--- config.mk ---
export PLATFORM = sky130hd
export DESIGN_NAME = mem_port_arbiter
export DESIGN_NICKNAME = d
export VERILOG_FILES = /design/src/rtl/mem_arb_pkg.sv /design/src/rtl/mem_port_arbiter.sv
export SDC_FILE = /design/constraint.sdc
export NUM_CORES = 1
export LEC_CHECK = 0
export CELL_PAD_IN_SITES_DETAIL_PLACEMENT = 1
export CELL_PAD_IN_SITES_GLOBAL_PLACEMENT = 1
export CORE_UTILIZATION = 23
export DETAILED_ROUTE_END_ITERATION = 16
export HOLD_SLACK_MARGIN = 0.1
export PLACE_DENSITY = 0.88
export SETUP_SLACK_MARGIN = 0.02
export SLEW_MARGIN = 20
export SYNTH_ARGS = -nofsm -noshare
export SYNTH_HDL_FRONTEND = slang
export SYNTH_SLANG_ARGS = --single-unit
--- constraint.sdc ---
create_clock -name CLK -period 1.9 [get_ports CLK]
set_clock_uncertainty 0.15 [all_clocks]
set_input_delay 0.19 -clock CLK [delete_from_list [all_inputs] [get_ports CLK]]
set_output_delay 0.19 -clock CLK [all_outputs]
set_load 0.03 [all_outputs]
--- src/rtl/mem_arb_pkg.sv ---
// Shared definitions for the unified memory-port arbiter and the hazard unit.
// Holds the arbiter state encoding and the load/store opcodes both blocks decode.
package mem_arb_pkg;

  typedef enum logic [1:0] {
    IDLE    = 2'd0,
    BUSY_IF = 2'd1,
    BUSY_DM = 2'd2
  } arb_state_e;

  localparam logic [6:0] OPC_LOAD  = 7'b0000011;
  localparam logic [6:0] OPC_STORE = 7'b0100011;

endpackage

--- src/rtl/mem_port_arbiter.sv ---
// Arbitrates the single unified memory port between instruction fetch and the
// data-memory stage: one transaction in flight, DM priority with an IF streak guard.
module mem_port_arbiter
  import mem_arb_pkg::*;
#(
  parameter int XLEN          = 32,
  parameter int ADDR_W        = 32,
  parameter int MAX_DM_STREAK = 4,
  parameter int STREAK_W      = $clog2(MAX_DM_STREAK + 1)
) (
  input  logic                CLK,
  input  logic                RST,
  // instruction fetch requester
  input  logic                IF_REQ,
  input  logic [ADDR_W-1:0]   IF_ADDR,
  input  logic                IF_KILL,
  output logic                IF_RDY,
  output logic [XLEN-1:0]     IF_RDATA,
  output logic                IF_STALL,
  // data-memory requester
  input  logic                DM_REQ,
  input  logic                DM_WE,
  input  logic [ADDR_W-1:0]   DM_ADDR,
  input  logic [XLEN-1:0]     DM_WDATA,
  input  logic [XLEN/8-1:0]   DM_WSTRB,
  output logic                DM_RDY,
  output logic [XLEN-1:0]     DM_RDATA,
  output logic                DM_STALL,
  // unified memory port
  output logic                MEM_REQ,
  output logic                MEM_WE,
  output logic [ADDR_W-1:0]   MEM_ADDR,
  output logic [XLEN-1:0]     MEM_WDATA,
  output logic [XLEN/8-1:0]   MEM_WSTRB,
  input  logic                MEM_RDY,
  input  logic [XLEN-1:0]     MEM_RDATA
);

  localparam logic [STREAK_W-1:0] STREAK_MAX = STREAK_W'(MAX_DM_STREAK);

  arb_state_e          state_reg;
  logic [STREAK_W-1:0] streak_reg;
  logic                kill_reg;
  logic                mem_req_reg;
  logic                mem_we_reg;
  logic [ADDR_W-1:0]   mem_addr_reg;
  logic [XLEN-1:0]     mem_wdata_reg;
  logic [XLEN/8-1:0]   mem_wstrb_reg;

  logic grant_dm;
  logic grant_if;

  // DM normally wins; once it has won MAX_DM_STREAK times in a row over a waiting IF, IF goes next.
  assign grant_dm = DM_REQ && (!IF_REQ || (streak_reg < STREAK_MAX));
  assign grant_if = IF_REQ && !grant_dm;

  always_ff @(posedge CLK) begin
    if (RST) begin
      state_reg     <= IDLE;
      streak_reg    <= '0;
      kill_reg      <= 1'b0;
      mem_req_reg   <= 1'b0;
      mem_we_reg    <= 1'b0;
      mem_addr_reg  <= '0;
      mem_wdata_reg <= '0;
      mem_wstrb_reg <= '0;
    end else begin
      case (state_reg)
        IDLE: begin
          if (grant_dm) begin
            state_reg     <= BUSY_DM;
            mem_req_reg   <= 1'b1;
            mem_we_reg    <= DM_WE;
            mem_addr_reg  <= DM_ADDR;
            mem_wdata_reg <= DM_WDATA;
            mem_wstrb_reg <= DM_WSTRB;
            if (!IF_REQ) begin
              streak_reg <= '0;
            end else if (streak_reg != STREAK_MAX) begin
              streak_reg <= streak_reg + 1'b1;
            end
          end else if (grant_if) begin
            state_reg     <= BUSY_IF;
            mem_req_reg   <= 1'b1;
            mem_we_reg    <= 1'b0;
            mem_addr_reg  <= IF_ADDR;
            mem_wdata_reg <= '0;
            mem_wstrb_reg <= '0;
            streak_reg    <= '0;
            kill_reg      <= 1'b0;
          end
        end
        BUSY_IF: begin
          if (MEM_RDY) begin
            state_reg   <= IDLE;
            mem_req_reg <= 1'b0;
            mem_we_reg  <= 1'b0;
            kill_reg    <= 1'b0;
          end else if (IF_KILL) begin
            // The fetch still drains on the port; only its completion pulse is dropped.
            kill_reg <= 1'b1;
          end
        end
        BUSY_DM: begin
          if (MEM_RDY) begin
            state_reg   <= IDLE;
            mem_req_reg <= 1'b0;
            mem_we_reg  <= 1'b0;
          end
        end
        default: begin
          state_reg   <= IDLE;
          mem_req_reg <= 1'b0;
          mem_we_reg  <= 1'b0;
          kill_reg    <= 1'b0;
        end
      endcase
    end
  end

  assign IF_RDY   = (state_reg == BUSY_IF) && MEM_RDY && !kill_reg && !IF_KILL;
  assign DM_RDY   = (state_reg == BUSY_DM) && MEM_RDY;
  assign IF_RDATA = MEM_RDATA;
  assign DM_RDATA = MEM_RDATA;
  assign IF_STALL = IF_REQ && !IF_RDY;
  assign DM_STALL = DM_REQ && !DM_RDY;

  assign MEM_REQ   = mem_req_reg;
  assign MEM_WE    = mem_we_reg;
  assign MEM_ADDR  = mem_addr_reg;
  assign MEM_WDATA = mem_wdata_reg;
  assign MEM_WSTRB = mem_wstrb_reg;

endmodule
==> results.py <==
metrics = {
    "synth": {
        "ys_types": 29,
        "avgSynthCellArea_um2": 9.483,
        "ys_ff_latch": 76,
        "syn_nets": 524,
        "syn_inst": 380,
        "seq_area_frac_synth_pct": 42.22,
        "ys.warnings.count": 0,
        "netlist_area_um2": 3603,
    },
    "layout": {
        "drive_above_1_share_pct": 11.40,
        "final_cells": 711,
        "nets": 640,
        "area_growth_pct": 54.55,
        "num_antenna_cells": 0,
        "fill_cells": 1694,
    },
    "worst_setup_path": {
        "cpMaxStageDelayCell": "dfxtp_1",
        "critPathMaxFanout": 3,
        "crit_path_end_kind": "output port",
        "reg2reg_depth": 7,
        "crit_type": "flip-flop to output port",
        "critical_path_arrival_ns": 1.44,
        "start_kind": "flip-flop",
        "critPathRequiredTime_ns": 1.56,
        "cp_slowest_stage_delay_ns": 0.32,
        "crit_path_cell_trace": "inv_1 > ha_1 > nor4bb_4 > buf_4 > buf_12",
    },
    "place": {
        "dp_cells": 696,
        "dp_slack_ns": -0.05654,
        "hpwl_mm": 8.875,
        "port_buffers": 180,
        "place_congestion": 0.6878,
    },
    "power": {
        "leakage_uw": 0.002129,
        "pwr-share-comb_pct": 30.5,
        "intPower_uw": 3417,
        "switching_share_pct": 30.82,
        "clockPowerShare_pct": 32.1,
        "ir_drop_mv": 0.3340,
        "switching_power_uw": 1522,
        "seqPwrFrac_pct": 37.3,
        "power.total_uw": 4939,
        "p_per_area_nw_per_um2": 886.9,
    },
    "floorplan": {
        "fp.dieH_um": 127.2,
        "std_cell_rows": 45,
        "design.portCount": 277,
        "start_util_pct": 23.62,
        "fp.dieW_um": 127.2,
        "die_area_um2": 16170,
        "core_area_um2": 15260,
    },
    "route": {
        "wl_met2_mm": 5.996,
        "route.detailed.drc": 0,
        "dr.pass1.iters": 4,
        "dr_wl_met3_mm": 1.067,
        "wl_per_cell_um": 16.35,
        "wirelength_met1_mm": 4.282,
        "drt-total-wl_mm": 11.63,
        "via_per_inst": 4.440,
        "drt_iter0_drc": 81,
        "highest_layer": "met5",
        "antenna_left": 0,
        "vias": 3157,
    },
    "timing": {
        "setup_viol": 0,
        "rsz0062_at_grt": "false",
        "max_clock_freq_ghz": 0.5634,
        "worst_slew_pin_slew_ns": 0.6495,
        "tns_ns": 0,
        "min_period_over_period_pct": 93.42,
        "slew_violations": 0,
        "post-route-worst-setup-slack_ns": 0.1250,
        "hold_viol": 0,
        "slew_headroom_pct": 56.70,
        "finalCriticalPeriod_ns": 1.775,
    },
    "global_route": {
        "grt.total_usage_pct": 14.07,
        "overflow": 0,
        "antenna_found_initial": 1,
        "grt_first_pass_wirelength_mm": 17.52,
        "grt_pass1_vias": 3448,
        "grt_max_degree": 45,
    },
    "cts": {
        "cts_tree": "done",
        "cts_num_sinks": 76,
        "cts_buffers": 9,
        "postCtsSetupBuffers": 0,
        "clockBufferDepth": 2,
        "root_buffer": "clkbuf_16",
        "insertion_delay_ns": 0.33,
        "htree_levels": 3,
        "clkTransAtPathRegs_ns": 0.06,
    },
    "hold_path": {
        "hp-class": "primary input to flip-flop",
        "min_delay_path_depth": 2,
    },
    "job": {
        "maxCapViolCount": 0,
    },
    "outcome": {
        "outcome": "complete, no violations",
    },
}
path summary, 6_finish.rpt:
path / start / to / slack (ns)
setup / recovery: state_reg[1]$_SDFFE_PP0P_ / IF_RDY / 0.12
hold / removal: RST / state_reg[1]$_SDFFE_PP0P_ / 0.22
setup reg to reg: state_reg[0]$_SDFFE_PP0P_ / MEM_WDATA[15]$_SDFFE_PP0P_ / 0.17
hold reg to reg: MEM_REQ$_SDFFE_PP0P_ / MEM_REQ$_SDFFE_PP0P_ / 0.31
kinds of logic (layout without fill, tap and decap cells):
logic type / count (synthesis) / after routing / share of synthesized area, %
AO/OA/AOI/OAI: 82 / 82 / 18.75
adder cells (fa/ha/maj): 5 / 5 / 1.736
multiplexers: 33 / 33 / 9.167
AND/OR/NAND/NOR: 87 / 87 / 9.861
flip-flops: 76 / 76 / 42.22
buffers and inverters: 97 / 217 / 18.26
per-layer routing:
metal / GRT usage, % / up-vias
met5: 0 / -
met4: 6.583 / 2
met3: 4.774 / 21
met2: 26.70 / 180
met1: 13.66 / 1468
li1: - / 1486
layout make-up:
type / instances / area (um^2) / area share, %
repair buffers: 196 / 2023 / 36.33
clock buffers: 13 / 260.3 / 4.673
inverters: 6 / 22.52 / 0.4044
well taps: 211 / 264.0 / 4.741
flip-flops and latches: 76 / 1523 / 27.34
multi-input cells: 207 / 1466 / 26.33
clock inverters: 2 / 10.01 / 0.1797
worst max-delay path: cells and delay by family, from the launching register on:
kind	cells	cell delay (ns)
flip-flops	1	0.32
AND/OR/NAND/NOR	1	0.24
adder cells (fa/ha/maj)	1	0.18
buffers and inverters	3	0.36
power by group through the flow:
stage	sequential [uW]	clock, uW	combinational (uW)
6_report	1840	1590	1510
5_1_grt	1860	1740	1610
4_1_cts	1850	1670	1520
3_5_place_dp	1880	0	1520
3_3_place_gp	1870	0	1460
2_1_floorplan	2160	0	745
Yosys cell counts, drive strengths merged:
master	number	area [um^2]
a211oi	32	300.3
o21a	1	7.510
nand2	3	11.26
a32oi	1	8.760
inv	6	22.52
o31ai	1	7.510
and2	1	6.260
nor2b	1	6.260
nor3b	2	15.01
a22oi	39	292.8
or3b	1	8.760
a2111oi	1	8.760
clkbuf	10	37.54
nand2b	2	12.51
nor4bb	1	10.01
a21oi	4	31.28
buf	81	598.1
ha	5	62.56
dfxtp	76	1521
mux2i	33	330.3
a2bb2oi	1	8.760
nor2	76	285.3
o21ai	2	10.01
what timing repair did:
item | 4_1_cts | 5_1_grt
pin swaps | 0 | 1
hold buffers | 0 | 0
endpoints found under the setup margin | 1 | 34
resized for setup | 1 | 5
placed cells by master (no fill, tap or decap), types with 2 or more instances in the layout:
cell,n
nor2_1,75
buf_12,9
mux2i_1,33
ha_1,5
nand2_1,3
a211oi_2,12
a21oi_1,2
clkbuf_16,9
clkbuf_8,2
clkbuf_1,2
a21oi_4,2
buf_4,10
clkinv_2,2
inv_1,5
a211oi_1,20
nand2b_1,2
dfxtp_1,75
clkdlybuf4s50_1,175
a22oi_1,39
stage by stage:
stage	hold WS, ns	instance area, um^2	util, %
2_1_floorplan	0.2026	3618	-
3_3_place_gp	0.2303	5283	34.62
3_5_place_dp	0.2303	5283	34.62
4_1_cts	0.2122	5555	36.41
5_1_grt	0.2302	5569	36.50
6_report	0.2236	5569	36.50
No activity file was read; power rests on OpenSTA's default activity.
